===== src/rtl/clk_seq_pkg.sv =====
// clk_seq_pkg: shared definitions for the clock/reset sequencer.
//   - domain indices (core, mem, noc) and the invalid domain code
//   - power-up order (mem first, then noc, then core)
//   - sequencer state encoding and runtime request op encoding
//   - dom_mask(): maps a domain index to a one-hot 3-bit mask (0 for invalid)
package clk_seq_pkg;

   localparam int         NUM_DOM     = 3;
   localparam logic [1:0] DOM_CORE    = 2'd0;
   localparam logic [1:0] DOM_MEM     = 2'd1;
   localparam logic [1:0] DOM_NOC     = 2'd2;
   localparam logic [1:0] DOM_INVALID = 2'd3;

   // PWR_ORDER[0] is brought up first.
   localparam logic [2:0][1:0] PWR_ORDER = {DOM_CORE, DOM_NOC, DOM_MEM};

   typedef enum logic {
      OP_DISABLE = 1'b0,
      OP_ENABLE  = 1'b1
   } req_op_e;

   typedef enum logic [3:0] {
      ST_PLL_WAIT,
      ST_HOLD,
      ST_EN_CLK,
      ST_DONE,
      ST_RUN,
      ST_ON_CLK,
      ST_ON_HOLD,
      ST_OFF_RST,
      ST_OFF_HOLD,
      ST_ACK,
      ST_RESP
   } state_e;

   function automatic logic [2:0] dom_mask(input logic [1:0] dom);
      logic [2:0] mask;
      case (dom)
         DOM_CORE: mask = 3'b001;
         DOM_MEM:  mask = 3'b010;
         DOM_NOC:  mask = 3'b100;
         default:  mask = 3'b000;
      endcase
      return mask;
   endfunction

endpackage


===== src/rtl/clk_seq_timer.sv =====
// clk_seq_timer: loadable down-counter shared by all sequencer wait states.
// Counts down to zero and holds there; expired is high while the count is 0.
// A wait of N cycles is obtained by loading N-1 on state entry.
//   ext_clk      in   sequencer clock
//   ext_reset_n  in   async active-low reset (count returns to RST_VAL)
//   load         in   load load_val on the next edge
//   load_val     in   CW-bit reload value
//   expired      out  count is zero
module clk_seq_timer
   import clk_seq_pkg::*;
#(
   parameter int             CW      = 5,
   parameter logic [CW-1:0]  RST_VAL = '0
) (
   input  logic          ext_clk,
   input  logic          ext_reset_n,
   input  logic          load,
   input  logic [CW-1:0] load_val,
   output logic          expired
);

   logic [CW-1:0] cnt_q, cnt_d;

   always_comb begin
      cnt_d = cnt_q;
      if (load)
         cnt_d = load_val;
      else if (cnt_q != '0)
         cnt_d = cnt_q - CW'(1);
   end

   always_ff @(posedge ext_clk or negedge ext_reset_n) begin
      if (!ext_reset_n)
         cnt_q <= RST_VAL;
      else
         cnt_q <= cnt_d;
   end

   assign expired = (cnt_q == '0);

endmodule


===== src/rtl/clk_rst_sequencer.sv =====
// clk_rst_sequencer: power-up and runtime clock/reset sequencer for the
// core, mem and noc clock domains.
// Power-up: wait LOCK_CYCLES, then per domain (mem, noc, core) raise clk_en,
// hold HOLD_CYCLES with reset asserted, release dom_rst_n, one gap cycle.
// Runtime: enable/disable requests on a valid/ready handshake, answered with
// a one-cycle resp_valid pulse (resp_err marks a rejected request).
// Optional build macro CLK_SEQ_DEP_CHECK_EN: reject requests that would break
// the mem <- noc <- core dependency chain.
//   ext_clk      in   sequencer clock
//   ext_reset_n  in   async active-low reset
//   req_valid    in   runtime request valid
//   req_ready    out  high only while idle in RUN
//   req_domain   in   0 core, 1 mem, 2 noc, 3 invalid
//   req_op       in   1 enable, 0 disable
//   resp_valid   out  one-cycle completion pulse
//   resp_err     out  request rejected (qualified by resp_valid)
//   clk_en       out  per-domain clock enable
//   dom_rst_n    out  per-domain reset, active-low
//   seq_done     out  power-up finished, sticky until reset
//
// state       | meaning
// PLL_WAIT    | waiting LOCK_CYCLES after reset; expiry raises first clk_en
// HOLD        | domain clock running, reset held; expiry releases reset
// EN_CLK      | gap cycle; raises the next domain's clk_en
// DONE        | all domains up; raises seq_done and req_ready
// RUN         | idle, accepting requests
// ON_CLK      | enable accepted; raises clk_en of the target
// ON_HOLD     | enable hold; expiry releases reset and responds
// OFF_RST     | disable accepted; asserts reset of the target
// OFF_HOLD    | disable hold; expiry stops clock and responds
// ACK         | no-op or rejected request; responds next edge
// RESP        | response cycle; returns to RUN
module clk_rst_sequencer
   import clk_seq_pkg::*;
#(
   parameter int LOCK_CYCLES = 16,
   parameter int HOLD_CYCLES = 4
) (
   input  logic       ext_clk,
   input  logic       ext_reset_n,
   input  logic       req_valid,
   output logic       req_ready,
   input  logic [1:0] req_domain,
   input  logic       req_op,
   output logic       resp_valid,
   output logic       resp_err,
   output logic [2:0] clk_en,
   output logic [2:0] dom_rst_n,
   output logic       seq_done
);

   localparam int            MAX_LH  = (LOCK_CYCLES > HOLD_CYCLES) ? LOCK_CYCLES : HOLD_CYCLES;
   localparam int            CW      = $clog2(MAX_LH) + 1;
   localparam logic [CW-1:0] LOCK_LD = CW'(LOCK_CYCLES - 1);
   localparam logic [CW-1:0] HOLD_LD = CW'(HOLD_CYCLES - 1);

   state_e     state_q, state_d;
   logic [1:0] idx_q, idx_d;
   logic [1:0] dom_q, dom_d;
   logic       ack_err_q, ack_err_d;
   logic [2:0] clk_en_q, clk_en_d;
   logic [2:0] dom_rst_n_q, dom_rst_n_d;
   logic       seq_done_q, seq_done_d;
   logic       req_ready_q, req_ready_d;
   logic       resp_valid_q, resp_valid_d;
   logic       resp_err_q, resp_err_d;

   logic       tmr_load;
   logic       tmr_exp;
   logic       dep_ok;
   logic       is_on;
   logic [1:0] nxt_idx;

   clk_seq_timer #(
      .CW      (CW),
      .RST_VAL (LOCK_LD)
   ) u_timer (
      .ext_clk     (ext_clk),
      .ext_reset_n (ext_reset_n),
      .load        (tmr_load),
      .load_val    (HOLD_LD),
      .expired     (tmr_exp)
   );

   // Dependency check on the incoming request, judged against current clocks.
   always_comb begin
      dep_ok = 1'b1;
`ifdef CLK_SEQ_DEP_CHECK_EN
      if (req_op == OP_ENABLE) begin
         case (req_domain)
            DOM_NOC:  dep_ok = clk_en_q[DOM_MEM];
            DOM_CORE: dep_ok = clk_en_q[DOM_NOC];
            default:  dep_ok = 1'b1;
         endcase
      end else begin
         case (req_domain)
            DOM_MEM: dep_ok = !clk_en_q[DOM_NOC] && !clk_en_q[DOM_CORE];
            DOM_NOC: dep_ok = !clk_en_q[DOM_CORE];
            default: dep_ok = 1'b1;
         endcase
      end
`endif
   end

   always_comb begin
      state_d      = state_q;
      idx_d        = idx_q;
      dom_d        = dom_q;
      ack_err_d    = ack_err_q;
      clk_en_d     = clk_en_q;
      dom_rst_n_d  = dom_rst_n_q;
      seq_done_d   = seq_done_q;
      req_ready_d  = req_ready_q;
      resp_valid_d = 1'b0;
      resp_err_d   = 1'b0;
      tmr_load     = 1'b0;
      nxt_idx      = idx_q + 2'd1;
      is_on        = (clk_en_q & dom_mask(req_domain)) != 3'b000;

      case (state_q)
         ST_PLL_WAIT: begin
            if (tmr_exp) begin
               clk_en_d = clk_en_q | dom_mask(PWR_ORDER[0]);
               tmr_load = 1'b1;
               state_d  = ST_HOLD;
            end
         end
         ST_HOLD: begin
            if (tmr_exp) begin
               dom_rst_n_d = dom_rst_n_q | dom_mask(PWR_ORDER[idx_q]);
               state_d     = (idx_q == 2'(NUM_DOM - 1)) ? ST_DONE : ST_EN_CLK;
            end
         end
         ST_EN_CLK: begin
            idx_d    = nxt_idx;
            clk_en_d = clk_en_q | dom_mask(PWR_ORDER[nxt_idx]);
            tmr_load = 1'b1;
            state_d  = ST_HOLD;
         end
         ST_DONE: begin
            seq_done_d  = 1'b1;
            req_ready_d = 1'b1;
            state_d     = ST_RUN;
         end
         ST_RUN: begin
            if (req_valid && req_ready_q) begin
               req_ready_d = 1'b0;
               dom_d       = req_domain;
               ack_err_d   = 1'b0;
               if (req_domain == DOM_INVALID) begin
                  ack_err_d = 1'b1;
                  state_d   = ST_ACK;
               end else if (is_on == (req_op == OP_ENABLE)) begin
                  state_d = ST_ACK;
               end else if (!dep_ok) begin
                  ack_err_d = 1'b1;
                  state_d   = ST_ACK;
               end else begin
                  state_d = (req_op == OP_ENABLE) ? ST_ON_CLK : ST_OFF_RST;
               end
            end
         end
         ST_ON_CLK: begin
            clk_en_d = clk_en_q | dom_mask(dom_q);
            tmr_load = 1'b1;
            state_d  = ST_ON_HOLD;
         end
         ST_ON_HOLD: begin
            if (tmr_exp) begin
               dom_rst_n_d  = dom_rst_n_q | dom_mask(dom_q);
               resp_valid_d = 1'b1;
               state_d      = ST_RESP;
            end
         end
         ST_OFF_RST: begin
            dom_rst_n_d = dom_rst_n_q & ~dom_mask(dom_q);
            tmr_load    = 1'b1;
            state_d     = ST_OFF_HOLD;
         end
         ST_OFF_HOLD: begin
            if (tmr_exp) begin
               clk_en_d     = clk_en_q & ~dom_mask(dom_q);
               resp_valid_d = 1'b1;
               state_d      = ST_RESP;
            end
         end
         ST_ACK: begin
            resp_valid_d = 1'b1;
            resp_err_d   = ack_err_q;
            state_d      = ST_RESP;
         end
         ST_RESP: begin
            req_ready_d = 1'b1;
            state_d     = ST_RUN;
         end
         default: state_d = ST_PLL_WAIT;
      endcase
   end

   always_ff @(posedge ext_clk or negedge ext_reset_n) begin
      if (!ext_reset_n) begin
         state_q      <= ST_PLL_WAIT;
         idx_q        <= 2'd0;
         dom_q        <= 2'd0;
         ack_err_q    <= 1'b0;
         clk_en_q     <= 3'b000;
         dom_rst_n_q  <= 3'b000;
         seq_done_q   <= 1'b0;
         req_ready_q  <= 1'b0;
         resp_valid_q <= 1'b0;
         resp_err_q   <= 1'b0;
      end else begin
         state_q      <= state_d;
         idx_q        <= idx_d;
         dom_q        <= dom_d;
         ack_err_q    <= ack_err_d;
         clk_en_q     <= clk_en_d;
         dom_rst_n_q  <= dom_rst_n_d;
         seq_done_q   <= seq_done_d;
         req_ready_q  <= req_ready_d;
         resp_valid_q <= resp_valid_d;
         resp_err_q   <= resp_err_d;
      end
   end

   assign clk_en     = clk_en_q;
   assign dom_rst_n  = dom_rst_n_q;
   assign seq_done   = seq_done_q;
   assign req_ready  = req_ready_q;
   assign resp_valid = resp_valid_q;
   assign resp_err   = resp_err_q;

endmodule


===== config.mk =====
export PLATFORM = sky130hd
export DESIGN_NAME = clk_rst_sequencer
export DESIGN_NICKNAME = d
export VERILOG_FILES = /design/src/rtl/clk_seq_pkg.sv /design/src/rtl/clk_seq_timer.sv /design/src/rtl/clk_rst_sequencer.sv
export SDC_FILE = /design/constraint.sdc
export NUM_CORES = 1
export LEC_CHECK = 0
export BUFFER_PORTS_ARGS = -buffer_cell sky130_fd_sc_hd__buf_2
export CAP_MARGIN = 30
export CELL_PAD_IN_SITES_DETAIL_PLACEMENT = 1
export CELL_PAD_IN_SITES_GLOBAL_PLACEMENT = 1
export CORE_UTILIZATION = 44
export DETAILED_ROUTE_END_ITERATION = 6
export MAX_ROUTING_LAYER = met4
export PLACE_DENSITY_LB_ADDON = 0.08
export SLEW_MARGIN = 20
export SYNTH_ARGS = -nofsm -noshare
export SYNTH_HDL_FRONTEND = slang
export SYNTH_HIERARCHICAL = 1
export SYNTH_SLANG_ARGS = --single-unit

===== constraint.sdc =====
create_clock -name ext_clk -period 2.42 [get_ports ext_clk]
set_input_delay 0.242 -clock ext_clk [delete_from_list [all_inputs] [get_ports ext_clk]]
set_output_delay 0.242 -clock ext_clk [all_outputs]
set_load 0.005 [all_outputs]

Yosys cells after proc, flatten, opt, wreduce, memory -nomap -nowiden
Cells that the tools add are included.
{"block": "word_totals", "ff_bits": 24, "out_inout_bits": 10, "elab_cells": 116}
{"block": "classes", "n_addsub": 2, "n_lt_le_gt_ge": 2, "n_eq_ne": 27, "n_mux": 40, "n_bitwise": 10, "n_reduce_logical": 23}
{"cell": "one-hot mux 3 bit (3 select lines)", "n": 5}
{"cell": "one-hot mux 4 bit (9 select lines)", "n": 1}
{"cell": "2-to-1 mux 3 bit", "n": 11}
{"cell": "2-to-1 mux 4 bit", "n": 6}
{"cell": "== test 4 x 3 -> 1 bit, second input constant", "n": 4}
{"cell": "== test 2 bit, second input constant", "n": 6}
{"cell": "== test 4 bit, second input constant", "n": 3}
{"cell": "bitwise OR 3 bit", "n": 4}
{"cell": "one-hot mux 3 bit (4 select lines)", "n": 1}
{"cell": "2-to-1 mux 5 bit", "n": 2}
{"cell": "inequality test 2 bit, second input constant", "n": 5}
{"cell": "AND 3 bit", "n": 3}
{"cell": "AND reduction 3 bit", "n": 3}
{"cell": "nonzero test 3 bit", "n": 3}
{"cell": "binary-select mux 2 bit (select 2 bit)", "n": 2}
{"cell": "== test 2 x 1 -> 1 bit, second input constant", "n": 4}
{"cell": "== test 4 x 2 -> 1 bit, second input constant", "n": 2}
{"cell": "zero test 2 bit", "n": 4}
{"cell": "2-to-1 mux 2 bit", "n": 4}
{"cell": "less-than comparator 2 x 3 -> 1 bit, second input constant", "n": 2}
{"cell": "inverter 3 bit", "n": 2}
{"cell": "one-hot mux 1 bit (2 select lines)", "n": 3}
{"cell": "zero test 5 bit", "n": 1}
{"cell": "2-to-1 mux 1 bit", "n": 5}
{"cell": "other kinds (15)", "n": 18}

Logic depth before layout (Yosys ltp)
Gate-level depths: netlist (run 1).
{"block": "logic_depth", "depth_word": 9, "mapped_depth": 8, "mapped_depth_nobuf": 7}

Cells and area by module
Netlist (run 1), hierarchy kept.
{"module": "clk_rst_sequencer", "n_inst": 1, "cells_each": 133, "area_per_inst_um2": 1176.1, "seq_area_each_um2": 475.5}
{"module": "clk_seq_timer", "n_inst": 1, "cells_each": 27, "area_per_inst_um2": 284.0, "seq_area_each_um2": 130.1}

Worst setup path after synthesis (run 1)
OpenSTA, ideal clock, no wires.
{"block": "synth_timing", "kind": "flip-flop to flip-flop", "from": "register u_timer.cnt_q[0]", "to": "register u_timer.cnt_q[4]", "setup_ns": 0.138, "arrival_ns": 1.779, "t_required_ns": 2.282, "path_slack_ns": 0.503, "path_stages_with_launch": 8, "path_buffers": 1, "period_less_slack_ns": 1.917, "cell_sequence": "dfstp_2 > inv_1 > ha_1 > nor4b_4 > o21ai_0 > a21oi_1 > clkbuf_1 > o21ai_0"}
{"block": "synth_between", "elab_chain_len": 4, "elab_cells_between_ends": 8}
{"item": "start, declared", "line": "clk_seq_timer.sv:22", "rtl": "logic [CW-1:0] cnt_q, cnt_d;"}
{"item": "start signal, assigned", "line": "clk_seq_timer.sv:36", "rtl": "cnt_q <= cnt_d;"}
{"item": "zero test 5 bit *", "line": "clk_seq_timer.sv:39", "rtl": "assign expired = (cnt_q == '0);"}
{"item": "net tmr_exp", "line": "clk_rst_sequencer.sv:69", "rtl": "logic tmr_exp;"}
{"item": "2-to-1 mux 1 bit *", "line": "clk_rst_sequencer.sv:122", "rtl": "if (tmr_exp) begin"}
{"item": "one-hot mux 1 bit (2 select lines) *", "line": "clk_rst_sequencer.sv:120", "rtl": "case (state_q)"}
{"item": "net tmr_load", "line": "clk_rst_sequencer.sv:68", "rtl": "logic tmr_load;"}
{"item": "2-to-1 mux 5 bit / nonzero test 2 bit (equally long branches)"}
The timed path passes the listed nets; every way through them passes the cells marked *. The select of a mux whose other input is x is not followed.
A chain may end at the register's enable or synchronous reset.

Worst setup path in the final report (run 1)
{"block": "layout_timing", "from": "register u_timer.cnt_q[0]", "to": "register u_timer.cnt_q[0]"}
The elaborated chain is that of the path after synthesis.

==> results of run 1 <==
## timing repair
item / 4_1_cts / 5_1_grt
hold buffers: 1 / 0
setup endpoints to repair: 0 / 0
hold endpoints to repair: 20 / 0
## metrics by stage
stage	area (µm²)	power, W	worst slack (ns)	util (%)	hold slack (ns)
final	1620	0.00198	0.307	52.3	0.242
after global routing	1620	0.00216	0.129	52.3	0.262
after CTS	1620	0.00200	0.298	52.3	0.240
after detailed placement	1590	0.00182	0.336	51.2	0.256
after global placement	1590	0.00174	0.488	51.2	0.249
after floorplan	1470	0.00151	0.503	-	-0.0536
## routing by layer
metal  GRT usage [%]  wire [µm]  part of all wire, %  vias to the layer above
li1                -          -                    -                      591
met1            30.9       1670                   47                      602
met2            38.4       1750                   49                       24
met3            5.68        127                  3.6                        2
met4            4.98         17                 0.48                        0
met5               -          0                    0                        -
## synthesized netlist by cell type (3+ instances only)
library cell	n	area share, %
inv_1	10	2.6
mux2_2	4	3.1
nand2b_1	7	3.0
nor3_1	3	1.0
o21ai_0	14	4.8
nor2_1	14	3.6
o31ai_1	4	2.1
dfrtp_1	20	34
nand3_1	7	2.4
dfstp_2	4	7.2
xnor2_1	5	3.0
buf_2	4	1.4
ha_1	7	6.0
clkbuf_1	4	1.0
nand2_1	14	3.6
a21oi_1	8	2.7
## area by class of cell
type	instances	area, µm²	area share (%)
sequential	24	606	37.3
timing repair buffer	19	108	6.64
tap	44	55.1	3.40
multi-input combinational	121	793	48.9
clock buffer	3	22.5	1.39
inverter	10	37.5	2.31
## final timing paths
check                                                  start                            to  cells past startpoint
min in group asynchronous                        ext_reset_n        state_q[0]$_DFFE_PN0P_                      2
worst min-delay path                           req_domain[1]         ack_err_q$_DFFE_PN0P_                      3
worst max-delay path            u_timer/cnt_q[0]$_DFFE_PN1P_  u_timer/cnt_q[0]$_DFFE_PN1P_                      8
max in group asynchronous                        ext_reset_n  u_timer/cnt_q[2]$_DFFE_PN1P_                      2
worst max register to register  u_timer/cnt_q[0]$_DFFE_PN1P_  u_timer/cnt_q[0]$_DFFE_PN1P_                      8
worst min register to register          seq_done$_DFFE_PN0N_          seq_done$_DFFE_PN0N_                      1
## flip-flops by register name (all words and copies together) (netlist names)
name / cells
req_ready: 1
u_timer/cnt_q: 5
clk_en: 3
dom_q: 2
state_q: 4
resp_err: 1
seq_done: 1
ack_err_q: 1
resp_valid: 1
dom_rst_n: 3
idx_q: 2
## power by group
| group | internal, W | switching [W] | total (W) |
|---|---|---|---|
| clock network | 0.0000582 | 0.000111 | 0.000169 |
| registers | 0.000583 | 0.000231 | 0.000814 |
| logic | 0.000450 | 0.000551 | 0.00100 |
## critical path, cell delays in order (launching register included)
cell and delay (ns):
dfstp_2 0.40, inv_1 0.09, ha_1 0.22, nor4b_4 0.61
o21ai_0 0.20, a21oi_1 0.17, buf_4 0.19, nand2_1 0.06
o21ai_1 0.10
## kinds of logic after synthesis
logic type	count (synthesis)	share of synthesized area [%]
other	2	0.514
buffers and inverters	18	4.97
XOR/XNOR	5	3.00
adder cells (fa/ha/maj)	7	6.00
flip-flops	24	41.5
AND/OR/NAND/NOR	56	21.4
AO/OA/AOI/OAI	42	18.2
multiplexers	6	4.46
==> results.cfg, run 1 <==
[outcome]
status = finished clean

[global_routing]
gr-total-overflow = 0
first_global_vias = 1280
antenna_found_initial = 0
grt_pass1_wl_mm = 6.10
grt_max_degree = 25
grt_usage_pct = 23.9

[cells_and_area]
final_cells = 221
syn2layout_area_growth_pct = 11.1
final_layout_size_suffix_gt1_share_pct = 19.2
layout_common_cells = dfrtp_1, buf_2, nand2_1, nor2_1, o21ai_0
final_common_cell = dfrtp_1
n_antenna_cell = 0
nNetsFinal = 192
fillCellCount = 393

[synth]
synthCells = 160
synth_edf_count = 0
ys.flop_type = dfrtp_1
ys_warn_count = 6
async_reset_ff_share_pct = 100
syn_area_um2 = 1460
ys_seq_elements = 24
ys_seq_area_share_pct = 41.5
synth_cell_type_count = 41
syn_avg_cell_area_um2 = 9.13

[detailed_routing]
drt_iter0_markers = 36
routed_wl_mm = 3.56
wire_per_inst_um = 16.1
drc = 0
vias_per_cell = 5.52
dr.pass1.iters = 4
postRouteAntennaNets = 0
vias = 1219

[timing]
finalHoldViolCount = 0
setup_tns_ns = 0
skew_ns = 0.0110
worstMarginPinSlew_ns = 0.702
fmax_mhz = 473
setup_viol = 0
slew_viol_final = 0
min_period_ns = 2.11
slew_headroom_pct = 53.0
rsz0062_at_grt = no
period_share_pct = 87.3

[clock_network]
cts_sinks = 24
htree_num_levels = 1
ctsResizeCount = 0
post-cts-setup-buffer-count = 0
path_clk_slew_ns = 0.13
cts_tree = done
cts_made_buffers = 3
clockBufferDepth = 2
clkLatencyLatePin_ns = 0.31
root_buffer = clkbuf_4

[setup_path]
cp.arrival_ns = 2.35
crit_required_ns = 2.66
worstPathMaxFanout = 13
critPathCaptureType = flop
worstSetupPathType = reg2reg
start_kind = flop
reg2reg_slack_ns = 0.31

[power_and_ir_drop]
p_per_area_nw_per_um2 = 1220
p_leak_nw = 0.720
ir_drop_v = 0.000457

[die]
die_x_um = 59.6
core-area_um2 = 3100
dieArea_um2 = 3550
fp.dieH_um = 59.6
initial_core_util_pct = 47.1
io_pins = 16
fp-row-count = 20

[job]
cap_violations = 0

[place]
io_buffers = 15
dpl.cell_count = 217
gp_congestion = 0.815
hpwl_mm = 2.64

[min_path]
hp-class = in2reg
Power figures use the tool's default switching activity.
==> run 2: changes to the inputs <==
--- a/config.mk
+++ b/config.mk
@@ -9,7 +9,7 @@
 export CAP_MARGIN = 30
 export CELL_PAD_IN_SITES_DETAIL_PLACEMENT = 1
 export CELL_PAD_IN_SITES_GLOBAL_PLACEMENT = 1
-export CORE_UTILIZATION = 44
+export CORE_UTILIZATION = 40
 export DETAILED_ROUTE_END_ITERATION = 6
 export MAX_ROUTING_LAYER = met4
 export PLACE_DENSITY_LB_ADDON = 0.08
==> constraint.sdc (replaced) <==
create_clock -name ext_clk -period 1.8 [get_ports ext_clk]
set_input_delay 0.18 -clock ext_clk [delete_from_list [all_inputs] [get_ports ext_clk]]
set_output_delay 0.18 -clock ext_clk [all_outputs]
set_load 0.005 [all_outputs]
==> results.cfg, run 2 (synthesis results as in run 1) <==
[timing]
slew_viol_final = 0
layout_setup_ws_ns = 0.0646
finalHoldViolCount = 0
fmax_mhz = 576
worstMarginPinSlew_ns = 0.550
rsz0062_at_grt = yes
period_share_pct = 96.4
min_period_ns = 1.74
setup_viol = 0
slew_headroom_pct = 63.1
skew_ns = 0.00746

[clock_network]
cts_made_buffers = 3
htree_num_levels = 1
cts_sinks = 24
root_buffer = clkbuf_4
path_clk_slew_ns = 0.15
clockBufferDepth = 2
clkLatencyLatePin_ns = 0.31
cts_tree = done

[place]
gp_congestion = 0.808
placed_area_um2 = 1650
hpwl_mm = 2.79
dp_slack_ns = -0.0905
dpl.cell_count = 227
io_buffers = 15

[detailed_routing]
vias_per_cell = 5.33
vias = 1247
postRouteAntennaNets = 0
wire_per_inst_um = 16.0
dr.pass1.iters = 4
drt_iter0_markers = 68
routed_wl_mm = 3.75
drc = 0

[global_routing]
first_global_vias = 1331
grt_pass1_wl_mm = 6.48
grt_usage_pct = 21.2
grt_max_degree = 25
antenna_found_initial = 0
gr-total-overflow = 0

[cells_and_area]
top_regs = u_timer/cnt_q: 5 flops, state_q: 4 flops
final_common_cell = dfrtp_1
fin_area_um2 = 1730
final_cells = 234
n_antenna_cell = 0
nNetsFinal = 202
final_layout_size_suffix_gt1_share_pct = 25.0
top_register = u_timer/cnt_q
syn2layout_area_growth_pct = 18.2
layout_common_cells = dfrtp_1, buf_2, nand2_1, nor2_1
largest_reg_flops = 5

[power_and_ir_drop]
p_leak_nw = 0.776
power_w = 0.00287
comb_power_share_pct = 56.6
p_sw_w = 0.00127
p_sw_share_pct = 44.1
clockPowerShare_pct = 9.0
p_seq_share_pct = 34.4
ir_drop_v = 0.000607
p_per_area_nw_per_um2 = 1660
p_int_w = 0.00161

[setup_path]
crit_required_ns = 2.07
reg2reg_slack_ns = 0.06
reg2reg_depth = 8
start_kind = flop
worstSetupPathType = reg2reg
worstPathMaxFanout = 10
r2r-start = u_timer/cnt_q[0]$_DFFE_PN1P_
reg2reg_to = dom_rst_n[0]$_DFFE_PN0P_
critPathCaptureType = flop
cp.arrival_ns = 2.00

[outcome]
status = finished clean

[die]
fp-row-count = 21
initial_core_util_pct = 42.7
io_pins = 16
die_x_um = 62.4
fp.dieH_um = 62.4
core-area_um2 = 3420
dieArea_um2 = 3900

[min_path]
hold-path-endpoint = dom_q[1]$_DFFE_PN0P_
hold_start = req_domain[1]
hp-class = in2reg
worstHoldPathCells = 2

[job]
cap_violations = 0
[run 2: changes by cell type in the layout (fill, tap and decap cells not counted)]
cell      change
clkbuf_1      +1
buf_6         +1
o21ai_2       +2
a21oi_4       +1
buf_4         +9
o21ai_0       -2
a21oi_1       -1
[run 2: power by group through the flow]
stage / Combinational (W) / Sequential, W / Clock [W]
after floorplan: 0.00109 / 0.000948 / 0
after global placement: 0.00147 / 0.000986 / 0
after detailed placement: 0.00156 / 0.00100 / 0
after CTS: 0.00158 / 0.000987 / 0.000266
after global routing: 0.00181 / 0.00103 / 0.000287
final: 0.00163 / 0.000988 / 0.000257
[run 2: cell type report]
| class | instances | area, µm² |
|---|---|---|
| Fill cell | 422 | 1690 |
| Tap cell | 46 | 57.6 |
| Sequential cell | 24 | 606 |
| Multi-Input combinational cell | 121 | 812 |
| Timing Repair Buffer | 29 | 186 |
| Inverter | 10 | 37.5 |
| Clock buffer | 4 | 26.3 |
[run 2: metal layers]
| layer | vias to the layer above | wire length [µm] | global-route usage, % |
|---|---|---|---|
| met1 | 626 | 1850 | 28.4 |
| met5 | - | 0 | - |
| li1 | 610 | - | - |
| met4 | 0 | 29 | 4.36 |
| met2 | 9 | 1810 | 34.9 |
| met3 | 2 | 56 | 2.19 |
[run 2: critical path: stages (launching register included)]
cell     delay, ns
dfstp_2       0.40
inv_1         0.09
ha_1          0.19
nor4b_4       0.24
buf_6         0.19
nor2b_1       0.18
o21ai_2       0.10
a21oi_1       0.14
o32a_1        0.16
[run 2: how the worst max path moves through the flow]
stage,start,to,slack (ns),depth (start not counted)
2_1_floorplan,u_timer/cnt_q[0]$_DFFE_PN1P_,u_timer/cnt_q[4]$_DFFE_PN0P_,0.005,7
3_3_place_gp,u_timer/cnt_q[0]$_DFFE_PN1P_,u_timer/cnt_q[4]$_DFFE_PN0P_,0.02,6
3_5_place_dp,u_timer/cnt_q[0]$_DFFE_PN1P_,u_timer/cnt_q[4]$_DFFE_PN0P_,-0.09,6
4_1_cts,u_timer/cnt_q[0]$_DFFE_PN1P_,dom_rst_n[0]$_DFFE_PN0P_,0.02,8
5_1_grt,u_timer/cnt_q[0]$_DFFE_PN1P_,dom_rst_n[0]$_DFFE_PN0P_,-0.06,8
6_report,u_timer/cnt_q[0]$_DFFE_PN1P_,dom_rst_n[0]$_DFFE_PN0P_,0.06,8
[run 2: metrics by stage]
step	utilization [%]	setup TNS, ns	hold WS (ns)
6_report	50.5	0	0.181
4_1_cts	49.6	0	0.173
2_1_floorplan	-	0	-0.116
3_3_place_gp	48.4	0	0.191
5_1_grt	50.5	-0.126	0.174
3_5_place_dp	48.4	-0.303	0.204
[run 2: repair_timing]
item,CTS,global route
hold buffers,1,0
endpoints found under the setup margin,6,7
resized for setup,3,4
pin swaps,0,1
hold endpoints to repair,20,0
setup buffers,0,2
